--- src/rtl/trap_ctrl.sv ---
// trap_ctrl: trap sequencer in front of the machine-mode CSR file.
// Prioritises synchronous exceptions from execute, hands one trap at a time
// to the CSR file, then stalls/flushes/redirects the pipeline. Also sequences
// the mret return and goes to a sticky fatal halt if the CSR file never acks.
module trap_ctrl #(
  parameter int DATA_WIDTH = 32,
  parameter int TIMEOUT    = 15,
  parameter int CNT_WIDTH  = 16
) (
  input  logic                  clk,
  input  logic                  rst,
  input  logic                  instr_valid,
  input  logic [DATA_WIDTH-1:0] instr_pc,
  input  logic [DATA_WIDTH-1:0] instr_word,
  input  logic                  exc_instr_misaligned,
  input  logic [DATA_WIDTH-1:0] exc_target,
  input  logic                  exc_illegal,
  input  logic                  exc_ecall,
  input  logic                  exc_ebreak,
  input  logic                  exc_load_misaligned,
  input  logic                  exc_store_misaligned,
  input  logic [DATA_WIDTH-1:0] exc_mem_addr,
  input  logic                  mret,
  input  logic [DATA_WIDTH-1:0] mepc,
  output logic                  trap,
  output logic [3:0]            trap_cause,
  output logic [DATA_WIDTH-1:0] trap_value,
  output logic [DATA_WIDTH-1:0] trap_pc,
  input  logic                  trap_handled,
  input  logic [DATA_WIDTH-1:0] trap_target_pc,
  output logic                  stall,
  output logic                  flush,
  output logic                  redirect,
  output logic [DATA_WIDTH-1:0] redirect_pc,
  output logic                  fatal,
  output logic [CNT_WIDTH-1:0]  trap_count
);

  typedef enum logic [2:0] {
    ST_IDLE  = 3'd0,
    ST_REQ   = 3'd1,
    ST_WAIT  = 3'd2,
    ST_REDIR = 3'd3,
    ST_RET   = 3'd4,
    ST_HALT  = 3'd5
  } state_t;

  localparam logic [7:0]           TMO_LIMIT = 8'(TIMEOUT);
  localparam logic [CNT_WIDTH-1:0] CNT_MAX   = {CNT_WIDTH{1'b1}};
  localparam logic [CNT_WIDTH-1:0] CNT_ONE   = {{(CNT_WIDTH-1){1'b0}}, 1'b1};
  localparam logic [DATA_WIDTH-1:0] DATA_ZERO = {DATA_WIDTH{1'b0}};

  state_t                state_r;
  state_t                state_s;
  logic [7:0]            tmo_r;
  logic [7:0]            tmo_s;
  logic [7:0]            tmo_inc_s;

  logic                  exc_any_s;
  logic [3:0]            exc_cause_s;
  logic [DATA_WIDTH-1:0] exc_tval_s;

  logic                  trap_s;
  logic                  stall_s;
  logic                  flush_s;
  logic                  redirect_s;
  logic                  fatal_s;
  logic [3:0]            cause_s;
  logic [DATA_WIDTH-1:0] value_s;
  logic [DATA_WIDTH-1:0] pc_s;
  logic [DATA_WIDTH-1:0] redirect_pc_s;
  logic [CNT_WIDTH-1:0]  count_s;

  // Priority-encode the exception flags into cause code and mtval.
  always_comb begin
    exc_any_s   = instr_valid & (exc_instr_misaligned | exc_illegal | exc_ecall |
                                 exc_ebreak | exc_load_misaligned | exc_store_misaligned);
    exc_cause_s = 4'd0;
    exc_tval_s  = DATA_ZERO;
    if (exc_instr_misaligned) begin
      exc_cause_s = 4'd0;
      exc_tval_s  = exc_target;
    end else if (exc_illegal) begin
      exc_cause_s = 4'd2;
      exc_tval_s  = instr_word;
    end else if (exc_ecall) begin
      exc_cause_s = 4'd11;
      exc_tval_s  = DATA_ZERO;
    end else if (exc_ebreak) begin
      exc_cause_s = 4'd3;
      exc_tval_s  = DATA_ZERO;
    end else if (exc_load_misaligned) begin
      exc_cause_s = 4'd4;
      exc_tval_s  = exc_mem_addr;
    end else if (exc_store_misaligned) begin
      exc_cause_s = 4'd6;
      exc_tval_s  = exc_mem_addr;
    end else begin
      exc_cause_s = 4'd0;
      exc_tval_s  = DATA_ZERO;
    end
  end

  // Next-state logic, datapath latches and next-cycle output decode.
  always_comb begin
    state_s       = state_r;
    tmo_s         = tmo_r;
    tmo_inc_s     = tmo_r + 8'd1;
    cause_s       = trap_cause;
    value_s       = trap_value;
    pc_s          = trap_pc;
    redirect_pc_s = redirect_pc;
    count_s       = trap_count;
    trap_s        = 1'b0;
    stall_s       = 1'b0;
    flush_s       = 1'b0;
    redirect_s    = 1'b0;
    fatal_s       = 1'b0;

    case (state_r)
      ST_IDLE: begin
        // An exception always wins over a simultaneous mret.
        if (exc_any_s) begin
          cause_s = exc_cause_s;
          value_s = exc_tval_s;
          pc_s    = instr_pc;
          state_s = ST_REQ;
        end else if (instr_valid && mret) begin
          redirect_pc_s = mepc;
          state_s       = ST_RET;
        end else begin
          state_s = ST_IDLE;
        end
      end
      ST_REQ: begin
        tmo_s   = 8'd0;
        state_s = ST_WAIT;
      end
      ST_WAIT: begin
        // An ack in the last allowed cycle still beats the timeout.
        tmo_s = tmo_inc_s;
        if (trap_handled) begin
          redirect_pc_s = trap_target_pc;
          if (trap_count != CNT_MAX) begin
            count_s = trap_count + CNT_ONE;
          end else begin
            count_s = trap_count;
          end
          state_s = ST_REDIR;
        end else if (tmo_inc_s >= TMO_LIMIT) begin
          state_s = ST_HALT;
        end else begin
          state_s = ST_WAIT;
        end
      end
      ST_REDIR: state_s = ST_IDLE;
      ST_RET:   state_s = ST_IDLE;
      ST_HALT:  state_s = ST_HALT;
      default:  state_s = ST_IDLE;
    endcase

    // Outputs are registered, so they are decoded from the state being entered.
    case (state_s)
      ST_IDLE: begin
        stall_s = 1'b0;
      end
      ST_REQ: begin
        trap_s  = 1'b1;
        stall_s = 1'b1;
        flush_s = 1'b1;
      end
      ST_WAIT: begin
        stall_s = 1'b1;
      end
      ST_REDIR: begin
        redirect_s = 1'b1;
        stall_s    = 1'b1;
      end
      ST_RET: begin
        redirect_s = 1'b1;
        flush_s    = 1'b1;
        stall_s    = 1'b1;
      end
      ST_HALT: begin
        stall_s = 1'b1;
        fatal_s = 1'b1;
      end
      default: begin
        stall_s = 1'b0;
      end
    endcase
  end

  // State, timeout counter, latched trap data and registered outputs.
  always_ff @(posedge clk) begin
    if (rst) begin
      state_r     <= ST_IDLE;
      tmo_r       <= 8'd0;
      trap        <= 1'b0;
      stall       <= 1'b0;
      flush       <= 1'b0;
      redirect    <= 1'b0;
      fatal       <= 1'b0;
      trap_cause  <= 4'd0;
      trap_value  <= DATA_ZERO;
      trap_pc     <= DATA_ZERO;
      redirect_pc <= DATA_ZERO;
      trap_count  <= {CNT_WIDTH{1'b0}};
    end else begin
      state_r     <= state_s;
      tmo_r       <= tmo_s;
      trap        <= trap_s;
      stall       <= stall_s;
      flush       <= flush_s;
      redirect    <= redirect_s;
      fatal       <= fatal_s;
      trap_cause  <= cause_s;
      trap_value  <= value_s;
      trap_pc     <= pc_s;
      redirect_pc <= redirect_pc_s;
      trap_count  <= count_s;
    end
  end

endmodule

--- config.mk ---
export PLATFORM = sky130hd
export DESIGN_NAME = trap_ctrl
export DESIGN_NICKNAME = d
export VERILOG_FILES = /design/src/rtl/trap_ctrl.sv
export SDC_FILE = /design/constraint.sdc
export NUM_CORES = 1
export LEC_CHECK = 0
export ABC_AREA = 1
export CAP_MARGIN = 10
export CORE_UTILIZATION = 35
export DETAILED_ROUTE_END_ITERATION = 12
export PLACE_DENSITY = 0.8
export SKIP_LAST_GASP = 1
export SYNTH_ARGS = -nofsm -noshare
export SYNTH_HDL_FRONTEND = slang
export SYNTH_SLANG_ARGS = --single-unit
--- constraint.sdc ---
create_clock -name clk -period 1.5 [get_ports clk]
set_input_delay 0.3 -clock clk [delete_from_list [all_inputs] [get_ports clk]]
set_output_delay 0.3 -clock clk [all_outputs]
set_load 0.01 [all_outputs]
* Word level (Yosys, flattened, before mapping) *
Cells that the tools add are included.

cells by class
  magnitude comparators = 1
  multiplexer cells = 27
  eq/ne operators = 12
  bitwise logic cells = 6
  add/sub/neg operators = 2
  reductions and logical operators = 10

operators with widths
  operator                 number
  $mux W32                 9
  $pmux W32 S2             1
  $mux W3                  7
  $add A16 B1 Y16 const B  1
  $ne A16 B16 Y1 const B   1
  $pmux W8 S2              1
  $mux W4                  3
  $pmux W3 S4              1
  $eq A3 B2 Y1 const B     3
  $eq A3 B3 Y1 const B     3
  $add A8 B1 Y8 const B    1
  $ge A8 B4 Y1 const B     1
  $eq A3 B1 Y1 const B     2
  $ne A2 B2 Y1 const B     3
  $mux W1                  5
  $or A1 B1 Y1             5
  $reduce_or A5 Y1         1
  $reduce_and A4 Y1        1
  $reduce_bool A2 Y1       2
  $reduce_or A2 Y1         2
  $logic_not A3 Y1         1
  $reduce_and A3 Y1        1
  $reduce_and A2 Y1        1
  $and A1 B1 Y1            1
  $logic_and A1 B1 Y1      1

word-level totals
  flip-flop bits (word level) = 132
  bits of input ports = 203
  word-level logic and storage cells = 70

* Logic depth before layout (Yosys ltp) *
Gate-level depths: netlist of run 1.

  word-level depth = 11
  gate-level depth with buffers = 14
  mapped depth without buffers = 14

* Least setup slack after synthesis of run 1 *
Ideal clock, no wire load.

  kind = flip-flop to flip-flop
  start = register trap_count[0]
  end = register trap_count[8]
  cell stages (with the launch flop) = 10
  required time = 1.368 ns
  setup time = 0.132 ns
  data arrival time = 1.527 ns
  path buffers = 1
  path slack = -0.160 ns
  cells stage by stage = dfxtp_1 ha_1 inv_1 nor4_1 nand4_1 nand2_2 inv_2 buf_4 o21ai_0 a21oi_1

on the way
  word-level cells in the longest chain between the ends = 2
  elaborated cells between the ends (all ways) = 3

RTL lines
  element                                                                  line  RTL
  start, declared                                                          36    output logic [CNT_WIDTH-1:0] trap_count
  start signal, assigned                                                   208   trap_count <= {CNT_WIDTH{1'b0}};
  start signal, assigned                                                   221   trap_count <= count_s;
  parallel branches: the longest is 2 deep, another holds $add A16 B1 Y16  n/a

Parallel ways; which one is timed is not known.
A chain may end at the register's enable or synchronous reset.

* Worst setup path after layout of run 1 *
  start = register tmo_r[1]
  end = register state_r[0]

on the way
  word-level cells in the longest chain between the ends = 5

RTL lines
  element                 line  RTL
  start, declared         55    logic [7:0] tmo_r;
  start signal, assigned  211   tmo_r <= tmo_s;
  $add A8 B1 Y8           108   tmo_inc_s = tmo_r + 8'd1;
  $ge A8 B4 Y1            150   end else if (tmo_inc_s >= TMO_LIMIT) begin
  $mux W3                 150
  $mux W3                 142   if (trap_handled) begin
  $pmux W3 S4             120   case (state_r)
  end signal, assigned    210   state_r <= state_s;
  end, declared           53    state_t state_r;

Every way passes these cells.

==> results.cfg, run 1 <==
[hold_path]
whs_endpoint = trap_cause[2]
min_path_cells = 4
hold_start = exc_ebreak
hold_class = in2reg

[floorplan]
core_um2 = 17400
die-height_um = 135
io_pins = 324
rows = 48
start_util_pct = 35.9
die_w_um = 135
die-area_um2 = 18300

[power]
p_sw_uw = 2870
irDropWorstVdd_uv = 762
p_comb_share_pct = 23.4
p_total_uw = 10600
power.internal_uw = 7770
pwr-share-clk_pct = 40.2
p_per_area_nw_per_um2 = 933
leakage_uw = 0.00508
switching_share_pct = 27.0
p_seq_share_pct = 36.5

[sta]
hold_viol = 0
setup_viol = 14
hold_slack_ps = 255
fin_ws_ps = -146
tightest_slew_ps = 635
period_share_pct = 110
fin_tns_setup_ps = -791
drv_slew = 0
max_freq_mhz = 608
maxSlewHeadroom_pct = 57.7
rsz0062_at_grt = yes
skew_ps = 8.35
fin_crit_ps = 1650

[clocking]
cts-hold-fix-buffers = 0
path_clk_slew_ps = 60
cts.sinks = 132
clk_latency_ps = 420
root_buffer = clkbuf_16
htree_levels = 4
cts_tree = yes
cts_buffers = 17
cts_buffer_depth = 2

[final_layout]
final_cell_mix = 200 x nand2_1, 196 x clkdlybuf4s50_1, 120 x a21oi_1
layout-drive-gt1-share_pct = 17.4
syn2layout_area_growth_pct = 83.2
num-nets-final = 1502
fillers = 1433
mostFrequentLayoutCell = nand2_1
finalInstanceArea_um2 = 11400
diodes = 0

[setup_path]
r2r-start = tmo_r[1]
reg2reg_depth = 12
worstPathRequired_ps = 1780
critPathLaunchType = register
worstPathMaxFanout = 4
reg2reg_slack_ps = -150
worstPathArrival_ps = 1920
path_class = reg2reg
reg2reg_to = state_r[0]
endpoint_kind = register

[synth]
synth_area_leaders = dfxtp_1 42%, nand2_1 13%, a21oi_1 10%
synth_area_leader_cell = dfxtp_1
synthesis.area_um2 = 6230
ys_ff_latch = 132
synth_cell_types = 32
synth_cells = 913
yosys.area.top_type_share_pct = 42.4
seq_area_frac_synth_pct = 42.4
syn_avg_cell_area_um2 = 6.82
syn_nets = 1119
yosysWarnings = 0

[placed_design]
portBuffers = 323
gp_congestion = 0.910
hpwl_um = 16100
dpl_cell_area_um2 = 10100
post-place-ws_ps = -630

[route]
wirelength_um = 24700
wire_per_inst_um = 16.1
drc = 0
drt-initial-drc-count = 430
vias_per_cell = 5.09
drtPass1Iterations = 5
drtAntennaViolNets = 0
num_vias = 7804

[status]
violations = setup timing
status = finished with violations

[grt]
grt_max_degree = 52
grt_pass1_wl_um = 35000
grtUsageTotal_pct = 24.6
grt_pass1_vias = 7034
antenna_found_initial = 0
grt_overflow = 0

[run]
maxCapViolations = 0
worst max-delay path: stages (launching register included):
cell and delay [ps]:
dfxtp_4 370, ha_4 180, nand3_2 80, nand2_1 90, nand2_2 60, inv_1 50
nand2_1 50, nor2_1 130, nand2_2 100, a21oi_2 160, buf_4 130, buf_4 90
nor2_1 30
layout make-up:
class | count | area, µm² | area share, %
inverters | 75 | 324 | 2.84
clock buffers | 20 | 457 | 4.00
flip-flops and latches | 132 | 2670 | 23.4
repair buffers | 419 | 4160 | 36.5
well taps | 225 | 282 | 2.47
clock inverters | 12 | 154 | 1.35
multi-input cells | 651 | 3360 | 29.5
worst max-delay path by stage:
stage / cells past startpoint / slack [ps] / startpoint / to
finish: 12 / -150 / tmo_r[1] / state_r[0]
global route: 14 / -270 / tmo_r[1] / stall
CTS: 12 / -110 / tmo_r[0] / stall
detailed placement: 10 / -630 / exc_illegal / redirect_pc[25]
global placement: 10 / -560 / exc_illegal / redirect_pc[26]
floorplan: 12 / -20 / exc_illegal / redirect_pc[26]
power by group through the flow:
stage          Sequential, µW  Combinational (µW)  Clock [µW]
2_1_floorplan            4060                 782           0
3_3_place_gp             3950                2240           0
3_5_place_dp             3960                2270           0
4_1_cts                  3880                2200        4340
5_1_grt                  3910                2680        4500
6_report                 3880                2490        4270
layer usage:
metal,GRT usage [%],routed length (µm),vias to the layer above
met2,43.4,12600,368
met4,11.8,829,0
met3,6.73,1790,60
met5,0,0,-
met1,27.1,9480,3599
li1,-,-,3777
repair_timing:
item / in CTS / in global routing
cloned: 3 / 12
setup buffers: 5 / 13
pin swaps: 19 / 38
endpoints found under the hold margin: 0 / 0
endpoints found under the setup margin: 222 / 121
resized for setup: 170 / 107
metrics by stage:
step	utilization [%]	cells
2_1_floorplan	-	913
3_3_place_gp	58.3	1470
3_5_place_dp	58.3	1470
4_1_cts	62.4	1510
5_1_grt	65.8	1534
6_report	65.8	1534
synth_stat cells:
| master | instances |
|---|---|
| a21oi_1 | 124 |
| a31oi_1 | 1 |
| and2_4 | 1 |
| buf_1 | 6 |
| buf_2 | 10 |
| buf_4 | 4 |
| buf_6 | 4 |
| clkbuf_1 | 37 |
| dfxtp_1 | 132 |
| ha_1 | 3 |
| inv_1 | 69 |
| inv_2 | 6 |
| nand2_1 | 222 |
| nand2_2 | 3 |
| nand3_1 | 17 |
| nand3_2 | 1 |
| nand3b_1 | 3 |
| nand4_1 | 7 |
| nand4_2 | 1 |
| nor2_1 | 85 |
| nor3_1 | 14 |
| nor3_2 | 1 |
| nor3_4 | 1 |
| nor3b_1 | 1 |
| nor4_1 | 3 |
| o211ai_1 | 24 |
| o21a_1 | 1 |
| o21ai_0 | 117 |
| o21ai_1 | 6 |
| or2_2 | 1 |
| xnor2_1 | 1 |
| xor2_1 | 7 |
state kept, by name, summed over array words and instances (netlist names):
register and count:
redirect_pc 32, trap_pc 32, trap_value 32, trap_count 16
tmo_r 8, trap_cause 4, state_r 3, fatal 1
flush 1, redirect 1, stall 1, trap 1
kinds of logic after synthesis:
group / after synthesis / share of synthesized area [%]
adder cells (fa/ha/maj): 3 / 0.602
XOR/XNOR: 8 / 1.12
AO/OA/AOI/OAI: 273 / 23.0
AND/OR/NAND/NOR: 361 / 23.8
flip-flops: 132 / 42.4
buffers and inverters: 136 / 9.12
(Power assumes the default switching activity.)
==> run 2, diff against run 1 <==
--- a/config.mk
+++ b/config.mk
@@ -7,6 +7,7 @@
 export LEC_CHECK = 0
 export ABC_AREA = 1
 export CAP_MARGIN = 10
+export CORE_MARGIN = 3
 export CORE_UTILIZATION = 35
 export DETAILED_ROUTE_END_ITERATION = 12
 export PLACE_DENSITY = 0.8
==> results.cfg, run 2 (same netlist as run 1, synthesis figures left out) <==
[status]
status = finished with violations
violations = setup timing

[final_layout]
syn2layout_area_growth_pct = 86.7
mostFrequentLayoutCell = nand2_1
fin_util_pct = 67.0
num-nets-final = 1507
fillers = 1443
multi_input_area_um2 = 3460
final_cells = 1539
largestRegisters = redirect_pc x32, trap_pc x32, trap_value x32
diodes = 0
regArea_um2 = 2670
finalInstanceArea_um2 = 11600
layout-drive-gt1-share_pct = 19.3
final_cell_mix = 197 x nand2_1, 195 x clkdlybuf4s50_1, 118 x dfxtp_1

[setup_path]
cpMaxStageDelayCell = dfxtp_4
worstPathArrival_ps = 1890
path_class = reg2reg
max_stage_delay_ps = 350
worstPathMaxFanout = 7
endpoint_kind = register
crit_top_cell = buf_12
worstPathRequired_ps = 1800
crit_chain = ha_4, inv_4, nor4_4, nand4_1, nand2_4, buf_12, buf_12, o21ai_2, nand2_1, nor2_1
critPathLaunchType = register

[sta]
period_share_pct = 105
drv_slew = 0
max_freq_mhz = 632
hold_slack_ps = 262
setup_viol = 23
fin_crit_ps = 1580
skew_ps = 7.36
maxSlewHeadroom_pct = 73.4
tightest_slew_ps = 399
fin_ws_ps = -81.1
hold_viol = 0
rsz0062_at_grt = yes

[floorplan]
start_util_pct = 35.9
die-height_um = 139
die_w_um = 139
die-area_um2 = 19400
core_um2 = 17400
rows = 48
io_pins = 324

[route]
drtAntennaViolNets = 0
drtPass1Iterations = 7
wirelength_um = 25400
wire_per_inst_um = 16.5
num_vias = 7753
drt-initial-drc-count = 400
drc = 0
vias_per_cell = 5.04

[clocking]
htree_levels = 4
cts_tree = yes
path_clk_slew_ps = 60
cts_buffers = 17
cts-hold-fix-buffers = 0
cts.sinks = 132
root_buffer = clkbuf_16
clk_latency_ps = 410
cts_buffer_depth = 2

[power]
irDropWorstVdd_uv = 817
p_seq_share_pct = 35.9
p_sw_uw = 2940
pwr-share-clk_pct = 40.1
p_comb_share_pct = 24.0
leakage_uw = 0.00516
power.internal_uw = 7890
p_per_area_nw_per_um2 = 931
switching_share_pct = 27.1

[grt]
grt_pass1_vias = 7112
grtUsageTotal_pct = 23.1
grt_max_degree = 63
antenna_found_initial = 0
grt_pass1_wl_um = 36300
grt_overflow = 0

[run]
maxCapViolations = 0

[placed_design]
portBuffers = 323
dpl_cell_area_um2 = 10100
gp_congestion = 0.861
hpwl_um = 16400
post-place-ws_ps = -621
dp.cells = 1465

[hold_path]
hold_class = in2reg
[run 2: power by group through the flow]
stage          logic [µW]  clock network [µW]  registers [µW]
6_report             2600                4340            3880
5_1_grt              2800                4540            3920
4_1_cts              2210                4410            3880
3_5_place_dp         2220                   0            3960
3_3_place_gp         2200                   0            3950
2_1_floorplan         782                   0            4060
[run 2: metal layers]
layer | wire length, µm | track usage [%] | up-vias
li1 | - | - | 3791
met1 | 9900 | 26.6 | 3591
met2 | 13000 | 40.8 | 316
met3 | 1730 | 6.01 | 55
met4 | 752 | 9.01 | 0
met5 | 0 | 0 | -
[run 2: layout make-up]
| class | count | share of cell area, % |
|---|---|---|
| Sequential cell | 132 | 23.0 |
| Timing Repair Buffer | 423 | 36.7 |
| Tap cell | 225 | 2.42 |
| Clock buffer | 21 | 4.04 |
| Timing Repair inverter | 1 | 0.140 |
| Multi-Input combinational cell | 651 | 29.8 |
| Clock inverter | 11 | 1.28 |
| Inverter | 75 | 2.70 |
[run 2: metrics by stage]
step	setup TNS, ps	power [µW]
after floorplan	-196	4850
after global placement	-49840	6150
after detailed placement	-54500	6180
after CTS	-449	10500
after global routing	-6570	11300
final	-852	10800
[run 2: repair_timing]
| item | in CTS | in global routing |
|---|---|---|
| pin swaps | 25 | 63 |
| resized for setup | 184 | 138 |
| gates cloned | 7 | 13 |
| buffers inserted | 14 | 12 |
| endpoints found under the setup margin | 217 | 100 |
[run 2: critical path, delay by kind of cell (launching register included)]
kind	cells	cell delay [ps]
AO/OA/AOI/OAI	1	50
flip-flops	1	350
buffers and inverters	3	300
adder cells (fa/ha/maj)	1	150
AND/OR/NAND/NOR	5	620
[run 2: path summary, 6_finish.rpt]
kind              startpoint              end  slack [ps]  cells past startpoint
min               exc_ebreak    trap_cause[2]         260                      4
max reg2reg    trap_count[0]    trap_count[3]         -80                     10
max            trap_count[0]    trap_count[3]         -80                     10
min reg2reg  redirect_pc[21]  redirect_pc[21]         440                      2
